## src/rtl/ser_frame_pkg.sv

```systemverilog
// Shared types and constants for the serial frame transmitter.
// State GAP exists only when SER_FRAME_TX_GAP_EN is defined.
package ser_frame_pkg;

  localparam int unsigned PORT_W    = 2;
  localparam int unsigned CNT_W     = 4;
  localparam int unsigned GAP_TICKS = 2;

  localparam logic START_BIT = 1'b0;
  localparam logic IDLE_LVL  = 1'b1;

  typedef enum logic [2:0] {
    IDLE,
    START,
    PORT,
    CNT,
    DATA,
`ifdef SER_FRAME_TX_GAP_EN
    GAP,
`endif
    FINISH
  } ser_tx_state_t;

endpackage

```

## src/rtl/ser_bit_cnt.sv

```systemverilog
// Loadable down-counter stepping on the bit-rate tick; holds at zero.
module ser_bit_cnt
  import ser_frame_pkg::*;
(
  input  logic             clk,
  input  logic             rst_n,
  input  logic             clk_en,
  input  logic             load,
  input  logic [CNT_W-1:0] load_val,
  output logic [CNT_W-1:0] cnt,
  output logic             tc_c
);

  assign tc_c = (cnt == '0);

  always_ff @(posedge clk or negedge rst_n) begin
    if (!rst_n) begin
      cnt <= '0;
    end else if (load) begin
      cnt <= load_val;
    end else if (clk_en && !tc_c) begin
      cnt <= cnt - CNT_W'(1);
    end
  end

endmodule

```

## src/rtl/ser_frame_tx.sv

```systemverilog
// Serial frame generator: start bit, port (MSB first), count (MSB first), payload (LSB first).
// Optional SER_FRAME_TX_GAP_EN inserts an idle gap before the frame completes.
module ser_frame_tx
  import ser_frame_pkg::*;
#(
  parameter int unsigned MAX_LEN = 15
) (
  input  logic               clk,
  input  logic               rst,
  input  logic               clkEn,
  input  logic               start,
  input  logic [PORT_W-1:0]  port,
  input  logic [CNT_W-1:0]   count,
  input  logic [MAX_LEN-1:0] data,
  output logic               serOut,
  output logic               busy,
  output logic               done
);

  ser_tx_state_t      state_q, state_d;
  logic               ser_q, ser_d;
  logic               busy_q, busy_d;
  logic               done_q, done_d;
  logic [PORT_W-1:0]  port_q, port_d;
  logic [CNT_W-1:0]   count_q, count_d;
  logic [MAX_LEN-1:0] shreg_q, shreg_d;

  logic               load_c;
  logic [CNT_W-1:0]   load_val_c;
  logic [CNT_W-1:0]   bit_cnt;
  logic               tc_c;
  logic               tail_c;

  // One counter serves every multi-tick phase; it is reloaded on each phase entry.
  ser_bit_cnt u_bit_cnt (
    .clk      (clk),
    .rst_n    (rst),
    .clk_en   (clkEn),
    .load     (load_c),
    .load_val (load_val_c),
    .cnt      (bit_cnt),
    .tc_c     (tc_c)
  );

  always_comb begin
    state_d    = state_q;
    ser_d      = ser_q;
    busy_d     = busy_q;
    done_d     = 1'b0;
    port_d     = port_q;
    count_d    = count_q;
    shreg_d    = shreg_q;
    load_c     = 1'b0;
    load_val_c = '0;
    tail_c     = 1'b0;

    unique case (state_q)
      IDLE: begin
        if (start) begin
          port_d  = port;
          count_d = count;
          shreg_d = data;
          busy_d  = 1'b1;
          state_d = START;
        end
      end
      START: begin
        if (clkEn) begin
          ser_d      = START_BIT;
          load_c     = 1'b1;
          load_val_c = CNT_W'(PORT_W - 1);
          state_d    = PORT;
        end
      end
      PORT: begin
        if (clkEn) begin
          ser_d = 1'(port_q >> bit_cnt);
          if (tc_c) begin
            load_c     = 1'b1;
            load_val_c = CNT_W'(CNT_W - 1);
            state_d    = CNT;
          end
        end
      end
      CNT: begin
        if (clkEn) begin
          ser_d = 1'(count_q >> bit_cnt);
          if (tc_c) begin
            if (count_q != '0) begin
              load_c     = 1'b1;
              load_val_c = count_q - CNT_W'(1);
              state_d    = DATA;
            end else begin
              tail_c = 1'b1;
            end
          end
        end
      end
      DATA: begin
        if (clkEn) begin
          ser_d   = shreg_q[0];
          shreg_d = shreg_q >> 1;
          tail_c  = tc_c;
        end
      end
`ifdef SER_FRAME_TX_GAP_EN
      GAP: begin
        if (clkEn) begin
          ser_d = IDLE_LVL;
          if (tc_c) state_d = FINISH;
        end
      end
`endif
      FINISH: begin
        if (clkEn) begin
          ser_d   = IDLE_LVL;
          done_d  = 1'b1;
          busy_d  = 1'b0;
          state_d = IDLE;
        end
      end
      default: state_d = IDLE;
    endcase

    // Leaving the last payload/count bit: optional gap, then the idle-return tick.
    if (tail_c) begin
`ifdef SER_FRAME_TX_GAP_EN
      load_c     = 1'b1;
      load_val_c = CNT_W'(GAP_TICKS - 1);
      state_d    = GAP;
`else
      state_d    = FINISH;
`endif
    end
  end

  always_ff @(posedge clk or negedge rst) begin
    if (!rst) begin
      state_q <= IDLE;
      ser_q   <= IDLE_LVL;
      busy_q  <= 1'b0;
      done_q  <= 1'b0;
      port_q  <= '0;
      count_q <= '0;
      shreg_q <= '0;
    end else begin
      state_q <= state_d;
      ser_q   <= ser_d;
      busy_q  <= busy_d;
      done_q  <= done_d;
      port_q  <= port_d;
      count_q <= count_d;
      shreg_q <= shreg_d;
    end
  end

  assign serOut = ser_q;
  assign busy   = busy_q;
  assign done   = done_q;

endmodule

```

## config.mk

```make
export PLATFORM = sky130hd
export DESIGN_NAME = ser_frame_tx
export DESIGN_NICKNAME = d
export VERILOG_FILES = /design/src/rtl/ser_frame_pkg.sv /design/src/rtl/ser_bit_cnt.sv /design/src/rtl/ser_frame_tx.sv
export SDC_FILE = /design/constraint.sdc
export NUM_CORES = 1
export LEC_CHECK = 0
export CAP_MARGIN = 20
export CORE_MARGIN = 3
export CORE_UTILIZATION = 58
export CTS_BUF_LIST = sky130_fd_sc_hd__clkbuf_4
export DETAILED_ROUTE_END_ITERATION = 6
export GPL_TIMING_DRIVEN = 0
export PLACE_DENSITY = 0.95
export SLEW_MARGIN = 20
export SYNTH_ARGS = -nofsm -noshare
export SYNTH_HDL_FRONTEND = slang
export SYNTH_SLANG_ARGS = --single-unit
```

## constraint.sdc

```tcl
create_clock -name clk -period 5.09 [get_ports clk]
set_input_delay 0.7635 -clock clk [delete_from_list [all_inputs] [get_ports clk]]
set_output_delay 0.7635 -clock clk [all_outputs]
set_load 0.005 [all_outputs]
```

Word level (Yosys, flattened, before mapping)
Index checks and enable logic that the tools add are counted.
{"block": "word_totals", "ff_bits": 31}
{"block": "classes", "addsub": 2, "eq_ne": 20, "shifts": 2, "muxes": 43, "n_reduce_logical": 14}
{"operator": "$mux 15", "count": 2}
{"operator": "$pmux 15 s2", "count": 1}
{"operator": "$mux 3", "count": 9}
{"operator": "$ne 3x3->1 const B", "count": 8}
{"operator": "$mux 4", "count": 5}
{"operator": "$mux 1", "count": 18}
{"operator": "$pmux 3 s6", "count": 1}
{"operator": "$ne 2x2->1 const B", "count": 7}
{"operator": "$pmux 4 s3", "count": 1}
{"operator": "$reduce_and 9->1", "count": 1}
{"operator": "$sub 4x1->4 const B", "count": 2}
{"operator": "$eq 3x2->1 const B", "count": 2}
{"operator": "$eq 3x3->1 const B", "count": 2}
{"operator": "$reduce_and 3->1", "count": 2}
{"operator": "$reduce_and 6->1", "count": 1}
{"operator": "$reduce_bool 2->1", "count": 3}
{"operator": "$pmux 1 s5", "count": 1}
{"operator": "$reduce_bool 5->1", "count": 1}
{"operator": "$logic_not 4->1", "count": 1}
{"operator": "$mux 2", "count": 2}
{"operator": "$pmux 1 s2", "count": 2}
{"operator": "$reduce_bool 4->1", "count": 1}
{"operator": "$shr 2x4->1", "count": 1}
{"operator": "$shr 4x4->1", "count": 1}
{"operator": "6 further kinds", "count": 6}

Depth between registers and ports, before layout
Gate-level depths: netlist of the first run.
{"block": "depth", "word_depth": 7, "depth_mapped": 8}

By module
A second synthesis of the first run with hierarchy kept.
{"block": "unflattened", "cells_unflattened": 183, "area_unflattened_um2": 1799.2}
{"module": "ser_frame_tx", "instances": 1, "cells_each": 156, "area_per_inst_um2": 1529.0, "seq_area_each_um2": 676.9}
{"module": "ser_bit_cnt", "instances": 1, "cells_each": 27, "area_per_inst_um2": 270.3, "seq_area_each_um2": 100.1}

Worst setup path before layout of the first run
Ideal clock, no wire load.
{"block": "synth_path", "path_kind": "in2reg", "startpoint": "input clkEn", "endpoint": "register u_bit_cnt.cnt[0]", "setup_time_ns": 0.126, "t_arrival_ns": 1.599, "t_required_ns": 4.964, "slack_ns": 3.365, "stages": 4, "n_path_buf": 0, "cell_sequence": "nor2b_2 -> and3_1 -> and3_1 -> a221o_1"}
{"block": "synth_between", "elab_chain_len": 3}
{"item": "from (decl)", "line": "ser_frame_tx.sv:10", "rtl": "input logic clkEn,"}
{"item": "$mux 4, or another cell as far along", "line": "ser_frame_tx.sv:86", "rtl": "if (clkEn) begin"}
{"item": "$pmux 4 s3 / $pmux 1 s3 (equally long branches)", "line": "ser_frame_tx.sv:57", "rtl": "unique case (state_q)"}
{"item": "$mux 4 / $reduce_bool 2->1 (equally long branches)"}
{"item": "to (signal assigned)", "line": "ser_bit_cnt.sv:20", "rtl": "cnt <= load_val;"}
{"item": "to (signal assigned)", "line": "ser_bit_cnt.sv:22", "rtl": "cnt <= cnt - CNT_W'(1);"}
{"item": "to (decl)", "line": "ser_bit_cnt.sv:10", "rtl": "output logic [CNT_W-1:0] cnt,"}
Parallel ways exist; a longest one is shown, timed or not.
A chain may end at the register's enable or synchronous reset.

Final worst setup path of the first run
{"block": "layout_path", "startpoint": "register ser_q, in the netlist serOut", "endpoint": "output serOut"}
{"item": "from (decl)", "line": "ser_frame_tx.sv:21", "rtl": "logic ser_q, ser_d;"}
{"item": "from (signal assigned)", "line": "ser_frame_tx.sv:148", "rtl": "ser_q <= ser_d;"}
{"item": "to (decl)", "line": "ser_frame_tx.sv:15", "rtl": "output logic serOut,"}
No word-level cell between the ends.

==> run metrics, run 1 <==
clk_skew 0.0183 ns; register area share after synthesis 46.1%; # IOs 28; final worst slack 2.91 ns; Worst Reg-to-Reg Cells 7; Final HPWL DP 2610 um; maximum vdd ir drop 0.373 mV; wire length per cell 15.8 um; first-pass GRT wire length 5980 um; RSZ-0062 raised after global routing false; CP max stage cell dfstp_2; number of global-route vias before repair 1399; final period utilization 42.9%; Buf/Inv on CP 1; Placed Area 1990 um^2; commonest cells in the synthesized netlist dfrtp_1, nand2_1, mux2i_1; # H-tree levels 2; Final GP Congestion 0.848; All-Layer GR Usage 22.6%; post-CTS setup buffers 0; WS Path Type reg2out; CTS buffer count 5; core box area 2610 um^2; clock root buffer clkbuf_4; count leader, synth dfrtp_1; EDFF count, synth 0; aggregate negative setup slack 0 ns; relative slew slack 55.1%; Die Height 59.9 um; Remaining DRCs 0; post-synthesis average cell area 10.1 um^2; area growth from synthesis to layout 21.1%; # nets final 229; grt total ovfl 0; CP required 4.33 ns; area leader, netlist dfrtp_1; Worst setup SP type register; Pre-Repair DR Iteration Count 4; filler cell count 177; DIE AREA 3590 um^2; Arr. time, crit path 1.42 ns; fmax 0.458 GHz; TritonCTS clock tree done; Die Wd 59.9 um; setup violators final 0; dominant delay contributor by cell family on the critical path flip-flops; ys async rst share 100%; clock sink total 31; final non-filler cell area 2040 um^2; final antenna-violating net count 0; diodes inserted 0; synth warn 0; WP depth 1; utilization after layout 78.1%; Worst-path clk slew 0.11 ns; outcome complete, no violations; Least-Margin Pin Slew 0.673 ns; Yosys cell types 36; CP Max Fanout 4; port bufs 27; post-synth net total 195; Hold Crit Class in2async; fraction of layout cells with a size suffix above 1 12.4%; Largest stage delay, worst path 0.58 ns; Initial Utilization 64.5%; Gate Count Post-Synth 166; largest net degree at the start of global routing 32; mapped cell area 1680 um^2; worst skew pair latency 0.34 ns; Final Hold Viols 0; initial antenna violation count 0; CTS hold repair buffers 0; Setup WS pre-CTS 2.75 ns; via count 1388; CP endpoint kind output port; via density per instance 6.01; CTS resizes 0; ranking of synthesized cells by area dfrtp_1, mux2i_1, nand2_1; P_leak 0.000891 uW; CP cell instances clkdlybuf4s50_1; max cap viols 0; 1st-iter DRT viols 56; final wirelength 3660 um; post-route minimum period 2.18 ns; share of the synthesized area in the top cell type 44.6%; FF+latch count, synth 31; Slew Viols, Final 0; CTS Buffer Depth 2; site row count 18; Main synth FF type dfrtp_1; PwrDens 504 nW/um^2
flip-flops by register name (all words and copies together) (netlist names):
signal	count
serOut	1
count_q	4
busy	1
u_bit_cnt.cnt	4
shreg_q	15
done	1
state_q	3
port_q	2
report_power, final:
group / switching [uW] / internal [uW] / leakage, uW / total (uW)
registers: 90.4 / 354 / 0.000381 / 444
clock network: 85.8 / 56.4 / 0.0000307 / 142
logic: 226 / 214 / 0.000479 / 441
worst paths after layout:
kind / start / slack (ns) / to
max reg2reg: u_bit_cnt.cnt[0] / 3.02 / u_bit_cnt.cnt[0]
min reg2reg: port_q[0] / 0.49 / port_q[0]
max in group asynchronous: rst / 4.19 / shreg_q[5]
max: serOut / 2.91 / serOut
min: rst / 0.44 / u_bit_cnt.cnt[3]
min in group clk: port_q[0] / 0.49 / port_q[0]
cells by family after synthesis:
group           Yosys count  share of synthesized area (%)
compound gates           39                           14.3
xor+xnor                  3                           1.56
fa+ha+maj                 4                           2.97
buf+inv                  14                           4.90
flops                    31                           46.1
mux                      22                           14.2
simple gates             53                           16.0
routing by layer:
layer | GRT usage [%] | share of wire [%] | up-vias
li1 | - | - | 653
met1 | 27.5 | 41 | 669
met4 | 12.7 | 1.6 | 0
met5 | 0 | 0 | -
met2 | 35.8 | 50 | 58
met3 | 6.26 | 7.6 | 8
placed cells by master, fill, tap and decap left out, types with 5 or more instances in the layout:
cell type	synthesis	final
a21oi_1	5	5
clkbuf_4	0	6
clkdlybuf4s50_1	0	26
dfrtp_1	30	30
inv_1	5	5
mux2i_1	16	16
nand2_1	25	25
nand2b_1	5	5
nor2_1	6	6
nor3_1	6	6
o21ai_0	9	9
o21ai_1	14	14
area by class of cell:
class	count	area, um^2	area share, %
Multi-Input combinational cell	121	825	40.4
Sequential cell	31	777	38.1
Timing Repair Buffer	27	265	13.0
Buffer	9	63.8	3.13
Clock buffer	6	45.0	2.21
Tap cell	30	37.5	1.84
Inverter	5	18.8	0.920
Clock inverter	2	7.51	0.368
per-stage QoR:
step | hold slack, ns | power [uW] | std cells
4_1_cts | 0.466 | 1020 | 231
6_report | 0.439 | 1030 | 231
3_3_place_gp | 0.467 | 838 | 223
2_1_floorplan | 0.450 | 744 | 166
5_1_grt | 0.494 | 1100 | 231
3_5_place_dp | 0.476 | 873 | 223
(Power assumes the default switching activity.)
==> run 2, diff against run 1 <==
--- a/config.mk
+++ b/config.mk
@@ -7,11 +7,11 @@
 export LEC_CHECK = 0
 export CAP_MARGIN = 20
 export CORE_MARGIN = 3
-export CORE_UTILIZATION = 58
+export CORE_UTILIZATION = 49
 export CTS_BUF_LIST = sky130_fd_sc_hd__clkbuf_4
 export DETAILED_ROUTE_END_ITERATION = 6
 export GPL_TIMING_DRIVEN = 0
-export PLACE_DENSITY = 0.95
+export PLACE_DENSITY = 0.87
 export SLEW_MARGIN = 20
 export SYNTH_ARGS = -nofsm -noshare
 export SYNTH_HDL_FRONTEND = slang
==> constraint.sdc (replaced) <==
create_clock -name clk -period 2 [get_ports clk]
set_input_delay 0.3 -clock clk [delete_from_list [all_inputs] [get_ports clk]]
set_output_delay 0.3 -clock clk [all_outputs]
set_load 0.005 [all_outputs]
==> run 2 against run 1 <==
  * The run now ends with hold timing left
  * Final area grew 1.5%
  * Sequential share of layout area down 0.58 points
  * Count of clock-buffer cells in the layout unchanged
  * Routed wire length down 7.2%
  * Cell count up 6.5%
  * Critical path type is now reg2reg
  * Die area is 16% higher
  * Sequential power rose to 2.5 times the previous value
  * Combinational power increased to 2.5 times the previous value
  * Critical endpoint is now u_bit_cnt.cnt[0]
  * Global-route usage shrank 4.8 points
  * Highest routed layer unchanged
  * Critical path depth up 6
  * Via count fell by 4.5%
  * Register-to-register slack got worse by 2.9 ns
==> run metrics, run 2 (synthesis gave the netlist of run 1 again) <==
maximum vdd ir drop 0.722 mV (+94%); site row count 20 (+2); Final HPWL DP 2550 um (-2.3%); CTS Buffer Depth 2 (unchanged); Sw Share 37.9% (-1.3 points); Hold WS -0.00977 ns (-0.449 ns); worst skew pair latency 0.34 ns (about the same); filler cell count 266 (+50%); Worst setup SP type register; Initial Utilization 53.4% (-11 points); Worst Reg-to-Reg Cells 7 (unchanged); # IOs 28 (unchanged); Clock Power Share 13.7% (about the same); 1st-iter DRT viols 36 (-36%); first-pass GRT wire length 5730 um (-4.2%); # H-tree levels 2 (unchanged); fraction of layout cells with a size suffix above 1 12.9% (+0.43 points); post-route minimum period 1.86 ns; setup violators final 0 (unchanged); Least-Margin Pin Slew 0.680 ns (+0.00682 ns); max cap viols 0 (unchanged); Final Hold Viols 13 (+13); wire length per cell 13.8 um (-13%); CP Max Fanout 4 (unchanged); CP max stage cell dfrtp_1; grt met2 use 31.3% (-4.5 points); Comb power frac 43.0% (about the same); Worst-path clk slew 0.10 ns (about the same); M1 GR Usage 21.2% (-6.3 points); core box area 3150 um^2 (+21%); sequential fraction of design power 43.3% (about the same); Die Wd 64.6 um (+7.9%); CTS hold repair buffers 0 (unchanged); Remaining DRCs 0 (unchanged); CP cell instances inv_1 > ha_1 > nor3b_4 > nand2b_1 > xnor2_1 > nor2_1 > a221o_1; # nets final 230 (+0.44%); Final GP Congestion 0.855 (+0.78%); commonest non-fill, non-tap cell in the layout dfrtp_1; P_leak 0.000896 uW (+0.63%); grt total ovfl 0 (unchanged); via count 1326 (-4.5%); max FFs per register 15 (unchanged); initial antenna violation count 0 (unchanged); most frequent cells in the layout dfrtp_1, clkdlybuf4s50_1, nand2_1, mux2i_1, o21ai_1; area growth from synthesis to layout 23.0%; fmax 0.536 GHz; reg2reg end u_bit_cnt.cnt[0]; port bufs 27 (unchanged); Die Height 64.6 um (+7.9%); Pre-Repair DR Iteration Count 4 (unchanged); CTS buffer count 5 (unchanged); relative slew slack 54.7% (-0.45 points); Internal 1610 uW (+160%); aggregate negative setup slack 0 ns (unchanged); Slew Viols, Final 0 (unchanged); Largest regs shreg_q x15, count_q x4, u_bit_cnt.cnt x4; outcome complete, but fails checks; Reg with most FFs shreg_q; WS Path Type reg2reg; utilization after layout 65.7% (-12 points); diodes inserted 0 (unchanged); r2r startpoint u_bit_cnt.cnt[0]; flop2flop setup slack 0.14 ns (-2.88 ns); Largest stage delay, worst path 0.43 ns (-0.15 ns); largest net degree at the start of global routing 32 (unchanged); via density per instance 5.39 (-10%); Arr. time, crit path 2.09 ns (+0.67 ns); final antenna-violating net count 0 (unchanged); DIE AREA 4180 um^2 (+16%); final period utilization 93.2%; clk_skew 0.0183 ns (+0.0000189 ns); number of global-route vias before repair 1294 (-7.5%); CP required 2.23 ns (-2.10 ns); CP endpoint kind register; All-Layer GR Usage 17.8% (-4.8 points); clock root buffer clkbuf_4; P_sw 984 uW (+140%); PwrDens 1250 nW/um^2 (+150%); TritonCTS clock tree done; violated checks hold timing; final wirelength 3390 um (-7.2%); GRT busiest layer met2; met3 Usage GRT 3.81% (-2.5 points); RSZ-0062 raised after global routing false; clock sink total 31 (unchanged); Hold Crit Class in2async
run 2: cell count changes in the layout (fill, tap and decap cells not counted), sizes merged:
cell | before | now
buf | 9 | 10
run 2: critical path: cells and delay by family (launching register included):
kind	cells	cell delay (ns)
adders and majority gates	1	0.22
DFF	1	0.43
xor gates and xnor gates	1	0.15
buffers and inverters	1	0.16
AOI/OAI and AO/OA	1	0.26
and+or+nand+nor	3	0.54
run 2: power by group through the flow:
| stage | combinational [uW] | clock, uW | sequential [uW] |
|---|---|---|---|
| floorplan | 824 | 0 | 1070 |
| global placement | 1030 | 0 | 1110 |
| CTS | 1100 | 368 | 1120 |
| detailed placement | 1090 | 0 | 1130 |
| global route | 1270 | 389 | 1160 |
| finish | 1120 | 356 | 1120 |
run 2: final cells by class:
type / count / area [um^2] / share of cell area, %
clock buffers: 6 / 45.0 / 2.18
inverters: 5 / 18.8 / 0.906
plain buffers: 9 / 63.8 / 3.08
well taps: 44 / 55.1 / 2.66
multi-input cells: 121 / 831 / 40.1
flip-flops and latches: 31 / 777 / 37.5
repair buffers: 28 / 273 / 13.2
clock inverters: 2 / 7.51 / 0.363
run 2: metal layers:
layer / routed length, um / share of wire (%)
met1: 1510 / 44
met2: 1700 / 50
met3: 148 / 4.4
met4: 40 / 1.2
met5: 0 / 0
run 2: repair_timing:
action	in CTS	in global routing
endpoints found under the setup margin	0	2
buffers inserted	0	1
gates resized for setup	0	1
run 2: through the flow:
| step | setup WS, ns | std cells | hold WS, ns | area, um^2 | power, uW |
|---|---|---|---|---|---|
| after floorplan | 0.289 | 166 | 0.00441 | 1680 | 1890 |
| after global placement | 0.0931 | 237 | 0.468 | 2010 | 2140 |
| after detailed placement | 0.0686 | 237 | 0.384 | 2000 | 2220 |
| after CTS | 0.0344 | 245 | 0.0112 | 2060 | 2580 |
| after global routing | 0.0508 | 246 | 0.0430 | 2070 | 2820 |
| final | 0.135 | 246 | -0.00977 | 2070 | 2590 |
run 2: worst max-delay path by stage:
stage                  endpoint  slack (ns)              from
3_3_place_gp   u_bit_cnt.cnt[0]        0.09  u_bit_cnt.cnt[0]
2_1_floorplan  u_bit_cnt.cnt[0]        0.29  u_bit_cnt.cnt[0]
5_1_grt        u_bit_cnt.cnt[0]        0.05  u_bit_cnt.cnt[0]
3_5_place_dp   u_bit_cnt.cnt[0]        0.07  u_bit_cnt.cnt[0]
4_1_cts        u_bit_cnt.cnt[0]        0.03  u_bit_cnt.cnt[0]
6_report       u_bit_cnt.cnt[0]        0.14  u_bit_cnt.cnt[0]
==> run 3, diff against run 2 <==
--- a/config.mk
+++ b/config.mk
@@ -9,10 +9,10 @@
 export CORE_MARGIN = 3
 export CORE_UTILIZATION = 49
 export CTS_BUF_LIST = sky130_fd_sc_hd__clkbuf_4
+export CTS_CLUSTER_DIAMETER = 200
 export DETAILED_ROUTE_END_ITERATION = 6
 export GPL_TIMING_DRIVEN = 0
 export PLACE_DENSITY = 0.87
-export SLEW_MARGIN = 20
 export SYNTH_ARGS = -nofsm -noshare
 export SYNTH_HDL_FRONTEND = slang
 export SYNTH_SLANG_ARGS = --single-unit
==> run 3 against run 2 <==
  * The flow now finishes without violations
  * Non-clock buffer count increased by 1
  * Global-route usage increased by 0.36 points
  * Utilization increased by 1.0 points
  * Via count increased by 1.5%
  * Cell count increased by 0.41%
  * First-iteration DRC count increased by 110%
  * Maximum frequency decreased by 0.58%
  * Critical path depth unchanged
  * Count of clock-buffer cells in the layout unchanged
==> run metrics, run 3 (synthesis gave the netlist of run 1 again) <==
reg2reg end u_bit_cnt.cnt[0]; Worst setup SP type register; commonest non-fill, non-tap cell in the layout dfrtp_1; Remaining DRCs 0 (unchanged); met3 Usage GRT 4.85% (+1.0 points); Placed Instances 238 (+0.42%); max FFs per register 15 (unchanged); wire length per cell 14.0 um (+1.6%); Worst-path clk slew 0.10 ns (about the same); Placed Area 2040 um^2 (+1.6%); M1 GR Usage 22.2% (+0.99 points); grt met2 use 31.3% (unchanged); # H-tree levels 2 (unchanged); CTS hold repair buffers 0 (unchanged); utilization after layout 66.7% (+1.0 points); largest net degree at the start of global routing 18 (-44%); Reg with most FFs shreg_q; diodes inserted 0 (unchanged); final wirelength 3460 um (+2.0%); site row count 20 (unchanged); fraction of layout cells with a size suffix above 1 12.8% (-0.063 points); via density per instance 5.45 (+1.1%); core box area 3150 um^2 (unchanged); clock sink total 31 (unchanged); aggregate negative setup slack 0 ns (unchanged); relative slew slack 47.4% (-7.2 points); # nets final 231 (+0.43%); most frequent cells in the layout dfrtp_1, clkdlybuf4s50_1, nand2_1, mux2i_1, o21ai_1; flop2flop setup slack 0.12 ns (about the same); CTS Buffer Depth 2 (unchanged); Initial Utilization 53.4% (unchanged); port bufs 27 (unchanged); DIE AREA 4180 um^2 (unchanged); CP required 2.22 ns (about the same); outcome complete, no violations; Die Height 64.6 um (unchanged); grt total ovfl 0 (unchanged); Final Hold Viols 0 (-13); final period utilization 93.8% (+0.55 points); Least-Margin Pin Slew 0.786 ns (+0.106 ns); GRT busiest layer met2; fmax 0.533 GHz (-0.58%); CP Max Fanout 4 (unchanged); Worst Reg-to-Reg Cells 7 (unchanged); All-Layer GR Usage 18.2% (+0.36 points); via count 1346 (+1.5%); # IOs 28 (unchanged); P_leak 0.000909 uW (+1.4%); fin cells 247 (+0.41%); first-pass GRT wire length 5890 um (+2.8%); Final HPWL DP 2660 um (+4.2%); final antenna-violating net count 0 (unchanged); clock root buffer clkbuf_4; CTS buffer count 5 (unchanged); CP startpoint u_bit_cnt.cnt[0]; Final GP Congestion 0.855 (unchanged); Arr. time, crit path 2.10 ns (about the same); WS Path Type reg2reg; area growth from synthesis to layout 24.9%; CP endpoint kind register; post-route minimum period 1.88 ns (+0.0109 ns); r2r startpoint u_bit_cnt.cnt[0]; Pre-Repair DR Iteration Count 4 (unchanged); Hold Crit Class in2async; TritonCTS clock tree done; PwrDens 1240 nW/um^2 (-1.0%); Slew Viols, Final 0 (unchanged); setup violators final 0 (unchanged); maximum vdd ir drop 0.672 mV (-6.8%); final non-filler cell area 2100 um^2 (+1.6%); initial antenna violation count 0 (unchanged); worst skew pair latency 0.33 ns (about the same); max cap viols 0 (unchanged); number of global-route vias before repair 1298 (+0.31%); clk_skew 0.0138 ns (-0.00455 ns); Largest regs shreg_q x15, count_q x4, u_bit_cnt.cnt x4; RSZ-0062 raised after global routing false; 1st-iter DRT viols 76 (+110%); Die Wd 64.6 um (unchanged)
==> run 3: cell types whose count changed in the layout (fill, tap and decap cells not counted) <==
| cell | before | now |
|---|---|---|
| buf_16 | 0 | 1 |
| buf_2 | 4 | 3 |
| clkdlybuf4s50_1 | 26 | 27 |
==> run 3: stage by stage <==
step                hold WS [ns]  power, uW  setup WS [ns]
global placement           0.468       2140         0.0931
CTS                        0.430       2610         0.0606
global route               0.466       2820         0.0587
floorplan                0.00441       1890          0.289
detailed placement         0.478       2230         0.0445
finish                     0.417       2610          0.124
==> run 3: critical path, stage by stage, from the launching register on <==
cell	delay (ns)
dfrtp_1	0.43
inv_1	0.16
ha_1	0.22
nor3b_4	0.26
nand2b_1	0.24
xnor2_1	0.14
nor2_1	0.06
a221o_1	0.26
==> run 3: how the worst max path moves through the flow <==
| stage | to | slack [ns] | depth (start not counted) |
|---|---|---|---|
| 6_report | u_bit_cnt.cnt[0] | 0.12 | 7 |
| 5_1_grt | u_bit_cnt.cnt[2] | 0.06 | 7 |
| 4_1_cts | u_bit_cnt.cnt[0] | 0.06 | 7 |
| 3_5_place_dp | u_bit_cnt.cnt[0] | 0.04 | 7 |
| 3_3_place_gp | u_bit_cnt.cnt[0] | 0.09 | 7 |
| 2_1_floorplan | u_bit_cnt.cnt[0] | 0.29 | 7 |
==> run 3: report_power, final <==
group	internal [uW]	switching (uW)	total (uW)
combinational	573	564	1140
clock	143	204	347
sequential	901	224	1120
==> run 3: metal layers <==
metal,up-vias,share of wire [%]
li1,654,-
met1,657,44
met2,31,51
met3,4,4.1
met4,0,0.66
met5,-,0
==> run 3: area by class of cell <==
class	count	area [um^2]
Buffer	9	63.8
Timing Repair Buffer	29	305
Multi-Input combinational cell	121	831
Inverter	5	18.8
Tap cell	44	55.1
Fill cell	259	1050
Clock inverter	2	7.51
Sequential cell	31	777
Clock buffer	6	45.0
==> run 3: what timing repair did <==
action | CTS | global route
gates cloned | 0 | 0
setup endpoints to repair | 1 | 2
gates resized for setup | 1 | 0
setup buffers | 0 | 1
